File: src/rtl/io_bus_controller.sv
// io_bus_controller: memory-mapped I/O block on the MEM-stage data bus.
// It decodes a 16-byte window at IO_BASE, debounces 10 switches and holds
// the LED and hex-display registers. Reads return data with a registered
// one-cycle valid pulse.
//
// Ports:
//   clock, reset    system clock; synchronous active-high reset
//   addr            byte address; word offset is addr[3:2]
//   rd_en, wr_en    single-cycle read and write requests
//   wdata           write data
//   is_io           combinational window hit
//   rdata, rvalid   registered read data and its one-cycle qualifier
//   sw_in           raw asynchronous switch inputs
//   led_out         LED register
//   hex_out         six active-low 7-segment digits; digit i on [7i+6:7i]
module io_bus_controller #(
    parameter logic [31:0] IO_BASE         = 32'h0000_00C0,
    parameter int unsigned DEBOUNCE_CYCLES = 4
) (
    input  logic        clock,
    input  logic        reset,
    input  logic [31:0] addr,
    input  logic        rd_en,
    input  logic        wr_en,
    input  logic [31:0] wdata,
    output logic        is_io,
    output logic [31:0] rdata,
    output logic        rvalid,
    input  logic [9:0]  sw_in,
    output logic [9:0]  led_out,
    output logic [41:0] hex_out
);

    localparam int unsigned CNT_W = $clog2(DEBOUNCE_CYCLES) + 1;

    localparam logic [1:0] REG_SW   = 2'd0;
    localparam logic [1:0] REG_LED  = 2'd1;
    localparam logic [1:0] REG_HEX  = 2'd2;
    localparam logic [1:0] REG_STAT = 2'd3;

    logic [9:0]       sync1;
    logic [9:0]       sync2;
    logic [9:0]       sw_stable;
    logic [CNT_W-1:0] cnt;
    logic             sw_changed;
    logic [9:0]       led_reg;
    logic [23:0]      hex_reg;

    logic [1:0]       word;
    logic             rd_ok;
    logic             wr_ok;
    logic             accept;
    logic [31:0]      rd_mux;

    // Byte lane and upper write bits have no destination in this map.
    logic             unused_bits;
    assign unused_bits = ^{addr[1:0], wdata[31:24]};

    assign is_io  = (addr[31:4] == IO_BASE[31:4]);
    assign word   = addr[3:2];
    // A simultaneous write wins; the read is dropped.
    assign wr_ok  = is_io && wr_en;
    assign rd_ok  = is_io && rd_en && !wr_en;
    assign accept = (sync2 != sw_stable) && (cnt == CNT_W'(DEBOUNCE_CYCLES - 1));

    // Read mux, sampled with pre-edge register values.
    always_comb begin
        rd_mux = '0;
        case (word)
            REG_SW:   rd_mux = {22'b0, sw_stable};
            REG_LED:  rd_mux = {22'b0, led_reg};
            REG_HEX:  rd_mux = {8'b0, hex_reg};
            REG_STAT: rd_mux = {31'b0, sw_changed};
            default:  rd_mux = '0;
        endcase
    end

    // Synchroniser, debounce, bus registers and read response.
    always_ff @(posedge clock) begin
        if (reset) begin
            sync1      <= '0;
            sync2      <= '0;
            sw_stable  <= '0;
            cnt        <= '0;
            sw_changed <= 1'b0;
            led_reg    <= '0;
            hex_reg    <= '0;
            rdata      <= '0;
            rvalid     <= 1'b0;
        end else begin
            sync1 <= sw_in;
            sync2 <= sync1;

            if (sync2 == sw_stable) begin
                cnt <= '0;
            end else if (accept) begin
                sw_stable <= sync2;
                cnt       <= '0;
            end else begin
                cnt <= cnt + CNT_W'(1);
            end

            // A new acceptance beats a clearing STAT read on the same edge.
            if (accept) begin
                sw_changed <= 1'b1;
            end else if (rd_ok && (word == REG_STAT)) begin
                sw_changed <= 1'b0;
            end

            if (wr_ok && (word == REG_LED)) begin
                led_reg <= wdata[9:0];
            end
            if (wr_ok && (word == REG_HEX)) begin
                hex_reg <= wdata[23:0];
            end

            rdata  <= rd_ok ? rd_mux : 32'h0;
            rvalid <= rd_ok;
        end
    end

    assign led_out = led_reg;

    // Active-low segment pattern, bit 6 = g ... bit 0 = a.
    function automatic logic [6:0] seg7(input logic [3:0] nib);
        logic [6:0] s;
        case (nib)
            4'h0:    s = 7'b1000000;
            4'h1:    s = 7'b1111001;
            4'h2:    s = 7'b0100100;
            4'h3:    s = 7'b0110000;
            4'h4:    s = 7'b0011001;
            4'h5:    s = 7'b0010010;
            4'h6:    s = 7'b0000010;
            4'h7:    s = 7'b1111000;
            4'h8:    s = 7'b0000000;
            4'h9:    s = 7'b0010000;
            4'hA:    s = 7'b0001000;
            4'hB:    s = 7'b0000011;
            4'hC:    s = 7'b1000110;
            4'hD:    s = 7'b0100001;
            4'hE:    s = 7'b0000110;
            default: s = 7'b0001110;
        endcase
        return s;
    endfunction

    for (genvar i = 0; i < 6; i++) begin : g_digit
        assign hex_out[7*i +: 7] = seg7(hex_reg[4*i +: 4]);
    end

endmodule

File: config.mk
export PLATFORM = sky130hd
export DESIGN_NAME = io_bus_controller
export DESIGN_NICKNAME = d
export VERILOG_FILES = /design/src/rtl/io_bus_controller.sv
export SDC_FILE = /design/constraint.sdc
export NUM_CORES = 1
export LEC_CHECK = 0
export ABC_AREA = 1
export BUFFER_PORTS_ARGS = -buffer_cell sky130_fd_sc_hd__buf_4
export CAP_MARGIN = 30
export CELL_PAD_IN_SITES_DETAIL_PLACEMENT = 1
export CELL_PAD_IN_SITES_GLOBAL_PLACEMENT = 1
export CORE_MARGIN = 1
export CORE_UTILIZATION = 41
export DETAILED_ROUTE_END_ITERATION = 16
export PLACE_DENSITY = 0.95
export SLEW_MARGIN = 20
export SYNTH_ARGS = -nofsm -noshare
export SYNTH_HDL_FRONTEND = slang
export SYNTH_SLANG_ARGS = --single-unit
File: constraint.sdc
create_clock -name clock -period 5.45 [get_ports clock]
set_clock_uncertainty 0.15 [all_clocks]
set_input_delay 0 -clock clock [delete_from_list [all_inputs] [get_ports clock]]
set_output_delay 0 -clock clock [all_outputs]
set_load 0.1 [all_outputs]
After elaboration in Yosys (flattened, before gate mapping):

Memories as Yosys holds them, arrays and structs flattened. A register that Yosys moved wholly into a read port is not among the register bits.
Index checks and enable logic that the tools add are counted.

* memories kept: 6
* register bits after elaboration: 101
* word-level logic and storage cells: 53
* bits of input ports: 78
* ROM bits: 672
* output and inout port bits: 86

* add/subtract/negate cells: 1
* eq/ne operators: 7
* reductions and logical operators: 13
* mux-type cells: 15
* bitwise gates (word level): 2

Memory list
* (no name shown): depth 16, width 7, read ports 1, clocked after memory_dff 1, wr ports 0, RTL line 127 `case (nib)`
* (no name shown): depth 16, width 7, read ports 1, clocked after memory_dff 1, wr ports 0, RTL line 127
* (no name shown): depth 16, width 7, read ports 1, clocked after memory_dff 1, wr ports 0, RTL line 127
* (no name shown): depth 16, width 7, read ports 1, clocked after memory_dff 1, wr ports 0, RTL line 127
* (no name shown): depth 16, width 7, read ports 1, clocked after memory_dff 1, wr ports 0, RTL line 127
* (no name shown): depth 16, width 7, read ports 1, clocked after memory_dff 1, wr ports 0, RTL line 127

Operators with widths (count)
* one-hot mux 32 bit (4 select lines): 1
* two-way mux 4 bit: 12
* == test 28 x 4 -> 1 bit (second input constant): 1
* == test 10 bit: 1
* != test 10 bit: 1
* logical AND 1 bit: 7
* == test 2 bit (second input constant): 2
* adder 3 x 1 -> 3 bit (second input constant): 1
* == test 3 x 2 -> 1 bit (second input constant): 1
* OR reduction 3 bit: 1
* == test 2 x 1 -> 1 bit (second input constant): 1
* logical NOT 2 bit: 1
* two-way mux 1 bit: 2
* NOT 1 bit: 2
* AND reduction 2 bit: 1
* nonzero test 2 bit: 1
* OR reduction 2 bit: 1
* logical NOT 1 bit: 1

Longest topological paths before layout:

Gate-level depths: netlist of the first run.

* depth in word-level cells: 6
* depth in mapped cells: 16
* depth with buffers taken out: 15

Least setup slack after synthesis of the first run:

Ideal clock, no wire load.

* path type: in2reg
* start: input port addr[13]
* end: register, netlist name hex_out[21]
* data required time: 5.187 ns
* path slack: 3.395 ns
* buffers on the path: 1
* cell stages on the path: 14
* data arrival time: 1.791 ns
* library setup time: 0.113 ns
* path through: nor2_1 nand2_1 nor2_1 nand2_1 nor2_4 buf_4 nand4_1 nand3_2 inv_1 ha_1 inv_1 nand3_1 nand3_1 nand2_1

* cells in the longest elaborated chain, start to end: 5

Ends and longest elaborated chain
* from (decl): RTL line 22 `input logic [31:0] addr,`
* == test 28 x 4 -> 1 bit: RTL line 59 `assign is_io = (addr[31:4] == IO_BASE[31:4]);`
* net is_io: RTL line 26 `output logic is_io,`
* logical AND 1 bit: RTL line 62 `assign wr_ok = is_io && wr_en;`
* logical AND 1 bit: RTL line 113 `if (wr_ok && (word == REG_HEX)) begin`
* two-way mux 4 bit (no source line) (2 in a row)

The timed path passes the listed nets, and every way through them passes these cells.
A chain may end at the register's enable or synchronous reset.

Worst setup path in the final report of the first run:

* start: input port addr[3]
* end: register, netlist name hex_out[3]

* cells in the longest elaborated chain, start to end: 4

Ends and longest elaborated chain (RTL line)
* == test 2 bit: 113
* logical AND 1 bit: 113
* two-way mux 4 bit (no source line) (2 in a row)

No other way between the ends.

==> impl_metrics.csv, run 1 <==
group,metric,value,unit
worst_setup_path,worstPathRequired,5630,ps
power,p_total,2.50,mW
worst_setup_path,cp-end-kind,"flop",
clock_network,clk_latency,440,ps
routing,wirelength,25700,um
clock_network,clock_path_buffers,2,
worst_setup_path,crit_end,"hex_out[3]",
run_status,status,"finished, final reports clean",
floorplanning,die-area,16800,um2
global_routing,grt_pass1_vias,7696,
routing,via_per_inst,5.29,
timing,final_hold_viol_count,0,
routing,drt_pass1_iterations,5,
routing,routedWlPerCell,19.3,um
power,vdd_drop_max,0.224,mV
routing,drc,0,
routing,drt_iter0_markers,407,
yosys,synthArstFlopShare,0,%
power,cellLeakagePower,4.72,nW
worst_setup_path,regToRegEndpoint,"sw_stable[7]",
worst_setup_path,cp_max_fo,42,
yosys,synth_ff_type,"dfxtp_1",
timing,tns,0,ps
yosys,avgSynthCellArea,7.25,um2
finish,largest_reg_flops,42,
timing,setup_slack,2690,ps
yosys,synthTopCellsByCount,"nand2_1, dfxtp_1, inv_1",
finish,fin_util,56.6,%
worst_setup_path,critical_path.startpoint_type,"input port",
clock_network,cts_tree,"done",
placement,dp_hpwl,14800,um
timing,fin_crit_sh,50.6,%
timing,rsz0062_at_grt,"no",
global_routing,gr-total-overflow,0,
timing,slew_headroom,38.5,%
floorplanning,die_x,130,um
placement,pre_cts_ws,2690,ps
yosys,ys_ff_latch,135,
floorplanning,rows,46,
floorplanning,core_area,15900,um2
placement,numPortBuffers,145,
floorplanning,die_h,130,um
yosys,yosysTopAreaCell,"dfxtp_1",
clock_network,root_buffer,"clkbuf_16",
worst_setup_path,cp.arrival,2940,ps
clock_network,htree_num_levels,4,
finish,fill_cells,2005,
routing,via_count,7055,
worst_setup_path,path_class,"input port to flop",
finish,synthToLayoutAreaGrowth,34.9,%
timing,maxSlewViolCount,0,
clock_network,numCtsBuffers,17,
finish,layout.nets,1221,
yosys,syn_inst,920,
floorplanning,io_pins,164,
yosys,syn_area,6670,um2
timing,setup_viol,0,
yosys,synth.most_common_cell,"nand2_1",
placement,place.gp.congestion,0.902,
worst_setup_path,rr_startpoint,"sw_stable[0]",
yosys,synth_warnings,0,
global_routing,antenna_found_initial,0,
timing,tightest_slew,921,ps
power,powerDensity,278,nW/um2
yosys,synth_seq_area_share,40.5,%
global_routing,grt_max_degree,71,
worst_setup_path,reg2reg_depth,8,
global_routing,grt_util_all_layers,31.8,%
yosys,synth.distinct_cells,34,
yosys,yosysTopAreaCellShare,40.5,%
run,drv_cap,0,
hold_path,holdCritPathClass,"input port to flop",
yosys,netlist_top_cells_area,"dfxtp_1, nand2_1, nand3_1, inv_1, ha_1",
clock_network,cts_sinks,135,
routing,postRouteAntennaNets,0,
clock_network,clk_pin_slew,60,ps
yosys,synth_edf_count,0,
finish,antenna_cells,0,
global_routing,grt_pass1_wl,40300,um
timing,fmax,0.363,GHz
floorplanning,start_util,42.0,%
worst_setup_path,regToRegSetupSlack,2890,ps
finish,drive_above_1_share,20.2,%
timing,timing.final.crit_period,2760,ps
worst_setup_path,cp-startpoint,"addr[3]",
==> repair_timing <==
item,4_1_cts,5_1_grt
gates resized for setup,0,0
setup endpoints to repair,0,0
hold endpoints to repair,98,0
hold buffers,48,0
setup buffers,0,0
==> layout make-up <==
cell class | instances | area, um2 | area share, %
multi-input cells | 619 | 3290 | 36.5
inverters | 136 | 510 | 5.67
clock buffers | 19 | 433 | 4.81
flip-flops and latches | 135 | 2700 | 30.0
clock inverters | 13 | 194 | 2.16
repair buffers | 196 | 1600 | 17.8
well taps | 216 | 270 | 3.00
==> layer usage <==
metal  routed length [um]  global-route usage [%]  vias up
met5                    0                       0        -
met4                 1360                    19.4        0
met2                13400                    59.1      271
met3                 1050                    5.53      102
li1                     -                       -     3252
met1                 9880                    33.4     3430
==> cells by family after synthesis <==
| group | count (synthesis) | share of synthesized area [%] |
|---|---|---|
| AO/OA/AOI/OAI | 40 | 3.26 |
| XOR/XNOR | 8 | 1.05 |
| adder cells (fa/ha/maj) | 38 | 7.13 |
| buffers and inverters | 173 | 10.7 |
| flip-flops | 135 | 40.5 |
| other | 1 | 0.0562 |
| AND/OR/NAND/NOR | 525 | 37.3 |
==> worst max-delay path: stages <==
cell	delay, ps
dlygate4sd3_1	540
buf_4	130
inv_1	70
nor2_4	70
buf_4	420
nand3_4	360
nand2_1	230
nand3_1	260
inv_1	210
ha_1	270
inv_1	90
nand3_1	90
nand3_1	120
nand2_1	60
==> how the worst min path moves through the flow <==
| stage | start | to | slack, ps | cells past startpoint |
|---|---|---|---|---|
| after floorplan | reset | sw_changed | -80 | 1 |
| final | wdata[18] | hex_reg[18] | 20 | 5 |
| after CTS | wdata[18] | hex_reg[18] | 8 | 5 |
| after global routing | addr[30] | led_out[9] | 50 | 6 |
| after detailed placement | sw_in[6] | sync1[6] | 60 | 3 |
| after global placement | sw_in[6] | sync1[6] | 50 | 3 |
==> power by group <==
group	switching (mW)	total [mW]	leakage (nW)	internal, mW
Combinational	0.134	0.219	3.32	0.0848
Clock	0.482	1.25	0.303	0.773
Sequential	0.0170	1.03	1.09	1.01
==> placed cells by master (no fill, tap or decap), types with 2 or more instances in the layout <==
master / synthesis / final
nor2_4: 10 / 11
dlygate4sd3_1: 0 / 48
clkinv_4: 0 / 3
nand4_1: 32 / 32
nand3_2: 19 / 19
o21ai_0: 21 / 21
xor2_1: 5 / 5
nor3_1: 16 / 16
xnor2_1: 3 / 3
ha_1: 38 / 38
nor2_1: 98 / 98
nand2_1: 240 / 240
inv_2: 7 / 8
o21ai_1: 5 / 5
a31oi_1: 9 / 9
conb_1: 1 / 8
bufinv_16: 0 / 4
nand3_4: 4 / 4
inv_1: 127 / 126
clkbuf_1: 13 / 2
clkbuf_16: 0 / 17
inv_6: 0 / 4
a21oi_1: 3 / 3
dfxtp_1: 135 / 135
clkinv_1: 2 / 2
nand2_2: 3 / 3
buf_4: 9 / 146
nand3_1: 96 / 96
==> stage by stage <==
step,instances,instance area [um2],hold WS [ps]
floorplan,927,6700,-80.9
global placement,1253,7890,53.2
detailed placement,1254,7890,58.0
CTS,1334,9000,8.27
global route,1334,9000,54.3
finish,1334,9000,23.5
No activity file was read; power rests on OpenSTA's default activity.
==> run 2: changes to the inputs <==
- CORE_UTILIZATION: 41 -> 34
- PLACE_DENSITY: 0.95 -> 0.88
- clock period: 5.45 -> 2.4 ns (I/O delays scaled with it)
==> run 2 against run 1 <==
Against the previous run:
- flip-flop and latch count is the same
- routed wire length decreased by 12%
- critical endpoint unchanged
- first-iteration DRC count shrank 22%
- non-clock buffer count increased by 22
- critical path depth shrank 1
- count of clock-buffer cells in the layout did not move
- hold slack improved by 1.3 ps
- power up 130%
- sequential share of layout area is 0.89 points lower
- largest power group unchanged
==> impl_metrics.csv, run 2 (same netlist as run 1, synthesis figures left out) <==
group,metric,value,unit
timing,final_hold_viol_count,0,
placement,place.gp.congestion,0.893,
timing,fmax,0.456,GHz
worst_setup_path,path_class,"input port to flop",
global_routing,grt_pass1_wl,36600,um
clock_network,numCtsBuffers,17,
worst_setup_path,critical_path.startpoint_type,"input port",
clock_network,clk_pin_slew,60,ps
floorplanning,die-area,20200,um2
timing,hold_slack,24.9,ps
timing,tightest_slew,746,ps
power,combPwrFrac,8.9,%
worst_setup_path,slowest_stage,"dlygate4sd3_1",
global_routing,grt_util_all_layers,23.2,%
finish,layout.nets,1243,
power,p_total,5.64,mW
power,power_frac_seq,41.3,%
placement,pre_cts_ws,81.4,ps
routing,postRouteAntennaNets,0,
finish,fill_cells,2346,
worst_setup_path,worstPathRequired,2570,ps
routing,wirelength,22600,um
power,p_sw,1.39,mW
worst_setup_path,cp_slowest_stage_delay,540,ps
timing,fin_crit_sh,91.4,%
hold_path,holdCritPathClass,"input port to flop",
finish,drive_above_1_share,21.8,%
placement,placed_area,8140,um2
worst_setup_path,cp_cell_sequence,"dlygate4sd3_1, buf_4, inv_1, nor2_4, buf_4, nand4_1, nand3_1, inv_1, ha_1, inv_1, nand3_1, nand3_1, nand2_1",
finish,largest_reg_flops,42,
run,drv_cap,0,
global_routing,antenna_found_initial,0,
routing,drc,0,
routing,drt_iter0_markers,319,
power,vdd_drop_max,0.469,mV
floorplanning,io_pins,164,
clock_network,htree_num_levels,4,
global_routing,grt_pass1_vias,7353,
routing,routedWlPerCell,16.2,um
routing,via_count,6853,
power,p_sw_share,24.6,%
timing,slew_headroom,50.1,%
floorplanning,die_h,142,um
placement,numPortBuffers,145,
power,p_int,4.25,mW
floorplanning,rows,50,
finish,final_common_cell,"nand2_1",
finish,final_area,9270,um2
clock_network,cts_tree,"done",
timing,rsz0062_at_grt,"no",
timing,maxSlewViolCount,0,
clock_network,cts_sinks,135,
floorplanning,core_area,19000,um2
routing,drt_pass1_iterations,5,
finish,synthToLayoutAreaGrowth,39.0,%
worst_setup_path,cp-end-kind,"flop",
timing,tns,0,ps
clock_network,clk_latency,420,ps
global_routing,grt_max_degree,33,
power,powerDensity,608,nW/um2
timing,timing.final.crit_period,2190,ps
routing,via_per_inst,4.90,
power,cellLeakagePower,4.83,nW
worst_setup_path,cp_max_fo,25,
worst_setup_path,cp.arrival,2360,ps
floorplanning,start_util,35.2,%
finish,layout_common_cells,"nand2_1, buf_4, dfxtp_1",
clock_network,post-cts-setup-buffers,0,
placement,dp_hpwl,14900,um
timing,setup_viol,0,
power,pwr-share-clk,49.9,%
clock_network,clock_path_buffers,2,
clock_network,root_buffer,"clkbuf_16",
finish,antenna_cells,0,
run_status,status,"finished, final reports clean",
global_routing,gr-total-overflow,0,
timing,setup_slack,205,ps
floorplanning,die_x,142,um
[run 2: layout make-up]
type / count / area [um2] / area share, %
Clock buffer: 19 / 433 / 4.67
Timing Repair Buffer: 218 / 1810 / 19.5
Clock inverter: 13 / 194 / 2.09
Multi-Input combinational cell: 619 / 3300 / 35.6
Tap cell: 260 / 325 / 3.51
Sequential cell: 135 / 2700 / 29.1
Inverter: 136 / 510 / 5.51
[run 2: metrics by stage]
stage | utilization [%] | instances
6_report | 48.9 | 1400
3_3_place_gp | 43.0 | 1319
5_1_grt | 48.9 | 1400
4_1_cts | 48.9 | 1400
2_1_floorplan | - | 927
3_5_place_dp | 43.0 | 1319
[run 2: per-layer routing]
metal / up-vias / track usage (%) / wire length, um
met1: 3307 / 25.5 / 9170
met4: 0 / 10.8 / 771
li1: 3288 / - / -
met3: 51 / 3.87 / 865
met5: - / 0 / 0
met2: 207 / 43.2 / 11800
[run 2: repair_timing]
item,4_1_cts,5_1_grt
resized for setup,0,2
hold endpoints to repair,113,0
setup endpoints to repair,0,1
hold buffers,49,0
[run 2: critical path: cells and delay by family]
family | cells | cell delay (ps)
AND/OR/NAND/NOR | 6 | 800
buffers and inverters | 6 | 1250
adder cells (fa/ha/maj) | 1 | 300
[run 2: path summary, 6_finish.rpt]
kind,start,endpoint,slack (ps),cells after the start
max reg2reg,sw_stable[1],sw_stable[9],410,9
min reg2reg,sync1[2],sync2[2],260,2
max,addr[3],hex_out[3],210,13
min,wdata[22],hex_out[38],20,6
[run 2: power by group through the flow]
stage                     Sequential (mW)  Combinational, mW  Clock [mW]
final                                2.33              0.499        2.81
after floorplan                      2.36              0.245           0
after global routing                 2.33              0.540        2.97
after detailed placement             2.37              0.409           0
after CTS                            2.32              0.481        2.83
after global placement               2.37              0.394           0
==> run 3: changes to the inputs <==
- ABC_AREA: 1 -> not set
- CORE_UTILIZATION: 34 -> 36
==> run 3 against run 2 <==
Against the previous run:
- sequential power fell by 2%
- first-iteration DRC count increased by 40%
- flip-flop and latch count unchanged
- largest power group unchanged
==> impl_metrics.csv, run 3 <==
group,metric,value,unit
yosys,yosysTopAreaCellShare,42.1,%
finish,layout_common_cells,"buf_4, dfxtp_1, nor2_1",
routing,drt_iter0_markers,448,
yosys,yosysTopAreaCell,"dfxtp_1",
power,vdd_drop_max,0.514,mV
finish,synthToLayoutAreaGrowth,45.5,%
run_status,status,"finished, final reports clean",
power,pwr-share-clk,53.4,%
global_routing,gr-total-overflow,0,
yosys,synth_seq_area_share,42.1,%
timing,slew_headroom,47.1,%
timing,timing.final.crit_period,2270,ps
timing,maxSlewViolCount,0,
yosys,synth.distinct_cells,62,
finish,antenna_cells,0,
clock_network,numCtsBuffers,17,
placement,place.gp.congestion,0.875,
yosys,synth_edf_count,0,
clock_network,cts_sinks,135,
timing,fin_crit_sh,94.7,%
hold_path,holdCritPathClass,"input port to flop",
yosys,ys_ff_latch,135,
worst_setup_path,cp_slowest_stage_delay,330,ps
routing,wirelength,23900,um
routing,routedWlPerCell,20.4,um
floorplanning,start_util,37.0,%
power,power_frac_seq,40.0,%
finish,layout.nets,1051,
finish,final_area,9330,um2
finish,largest_reg_flops,42,
power,p_sw_share,22.3,%
routing,postRouteAntennaNets,0,
finish,drive_above_1_share,31.1,%
yosys,synthArstFlopShare,0,%
power,cellLeakagePower,4.05,nW
yosys,syn_inst,687,
timing,fmax,0.440,GHz
global_routing,grt_max_degree,52,
worst_setup_path,slowest_stage,"nor2_1",
floorplanning,die-area,18400,um2
clock_network,htree_num_levels,4,
floorplanning,io_pins,164,
timing,hold_slack,91.4,ps
worst_setup_path,cp-startpoint,"addr[16]",
timing,tightest_slew,793,ps
floorplanning,die_x,135,um
clock_network,clk_pin_slew,60,ps
floorplanning,core_area,17400,um2
power,p_int,4.44,mW
global_routing,antenna_found_initial,0,
yosys,synth.most_common_cell,"dfxtp_1",
yosys,syn_area,6410,um2
yosys,synth_warnings,0,
power,combPwrFrac,6.6,%
yosys,synth_ff_type,"dfxtp_1",
finish,final_common_cell,"buf_4",
worst_setup_path,cp_common_cell,"buf_4",
yosys,netlist_top_cells_area,"dfxtp_1, ha_1, mux2i_1, nor2_1, a21oi_1",
worst_setup_path,cp.arrival,2440,ps
timing,final_hold_viol_count,0,
routing,drc,0,
floorplanning,rows,48,
routing,via_per_inst,5.41,
floorplanning,die_h,135,um
routing,via_count,6343,
global_routing,grt_pass1_vias,6812,
worst_setup_path,critical_path.startpoint_type,"input port",
finish,fin_util,53.8,%
routing,drt_pass1_iterations,5,
clock_network,root_buffer,"clkbuf_16",
worst_setup_path,path_class,"input port to flop",
placement,dp_hpwl,15400,um
timing,rsz0062_at_grt,"no",
power,powerDensity,611,nW/um2
global_routing,grt_util_all_layers,26.7,%
worst_setup_path,cp_max_fo,19,
clock_network,clk_latency,430,ps
power,p_sw,1.27,mW
hold_path,hp-start,"addr[3]",
placement,numPortBuffers,145,
run,drv_cap,0,
clock_network,clock_path_buffers,2,
worst_setup_path,worstPathRequired,2570,ps
clock_network,cts_tree,"done",
worst_setup_path,cp-end-kind,"flop",
global_routing,grt_pass1_wl,36900,um
worst_setup_path,cp_cell_sequence,"buf_4, nor4_2, buf_4, and4_1, nand3_2, buf_12, mux2i_1, nor2_1, inv_1, ha_1, nor3b_1, a221o_1",
finish,fill_cells,1953,
timing,tns,0,ps
timing,setup_viol,0,
worst_setup_path,rr_startpoint,"hex_reg[20]",
placement,placed_area,8240,um2
yosys,synthTopCellsByCount,"dfxtp_1, nor2_1, inv_1",
yosys,avgSynthCellArea,9.34,um2
[run 3: worst paths after layout]
check	slack (ps)	cells past startpoint	end
worst max-delay path	130	12	hex_out[0]
worst min-delay path	90	6	rdata[1]
worst max register to register	420	9	hex_out[36]
worst min register to register	290	1	sync2[6]
[run 3: what timing repair did]
| item | CTS | global route |
|---|---|---|
| resized for setup | 0 | 2 |
| endpoints found under the setup margin | 0 | 9 |
| setup buffers | 0 | 0 |
| hold buffers | 40 | 0 |
| endpoints found under the hold margin | 81 | 0 |
[run 3: cell type report]
cell class	instances	area (um2)	area share, %
Tap cell	225	282	3.02
Sequential cell	135	2700	29.0
Clock inverter	12	223	2.39
Clock buffer	20	457	4.89
Inverter	55	206	2.21
Timing Repair Buffer	267	2140	22.9
Multi-Input combinational cell	459	3320	35.6
[run 3: logic make-up (layout without fill, tap and decap cells)]
group / count (synthesis) / count (layout) / share of synthesized area, %
AO/OA/AOI/OAI: 158 / 158 / 16.6
XOR/XNOR: 10 / 10 / 1.37
adder cells (fa/ha/maj): 38 / 38 / 7.41
buffers and inverters: 100 / 354 / 6.96
flip-flops: 135 / 135 / 42.1
multiplexers: 46 / 46 / 7.98
other: 1 / 8 / 0.0585
AND/OR/NAND/NOR: 199 / 199 / 17.5
[run 3: power groups by stage]
stage	registers (mW)	clock network [mW]	logic (mW)
6_report	2.28	3.05	0.376
3_5_place_dp	2.33	0	0.307
2_1_floorplan	2.32	0	0.165
4_1_cts	2.28	3.08	0.361
3_3_place_gp	2.32	0	0.300
5_1_grt	2.28	3.18	0.394
[run 3: per-stage QoR]
stage                     instances  worst slack [ps]  power (mW)
after global routing           1173              4.22        5.85
after floorplan                 694              11.2        2.49
after global placement         1101              -132        2.62
final                          1173               128        5.71
after detailed placement       1101              -258        2.63
after CTS                      1173               115        5.71
[run 3: critical path, delay by kind of cell]
kind | cells | cell delay (ps)
AND/OR/NAND/NOR | 5 | 1130
adder cells (fa/ha/maj) | 1 | 270
multiplexers | 1 | 150
AO/OA/AOI/OAI | 1 | 260
buffers and inverters | 4 | 620
[run 3: layer usage]
metal | vias up | share of wire (%) | global-route usage, %
met4 | 0 | 4.4 | 14.2
met2 | 263 | 51 | 48.0
met1 | 3089 | 39 | 29.2
met5 | - | 0 | 0
met3 | 83 | 4.9 | 5.72
li1 | 2908 | - | -
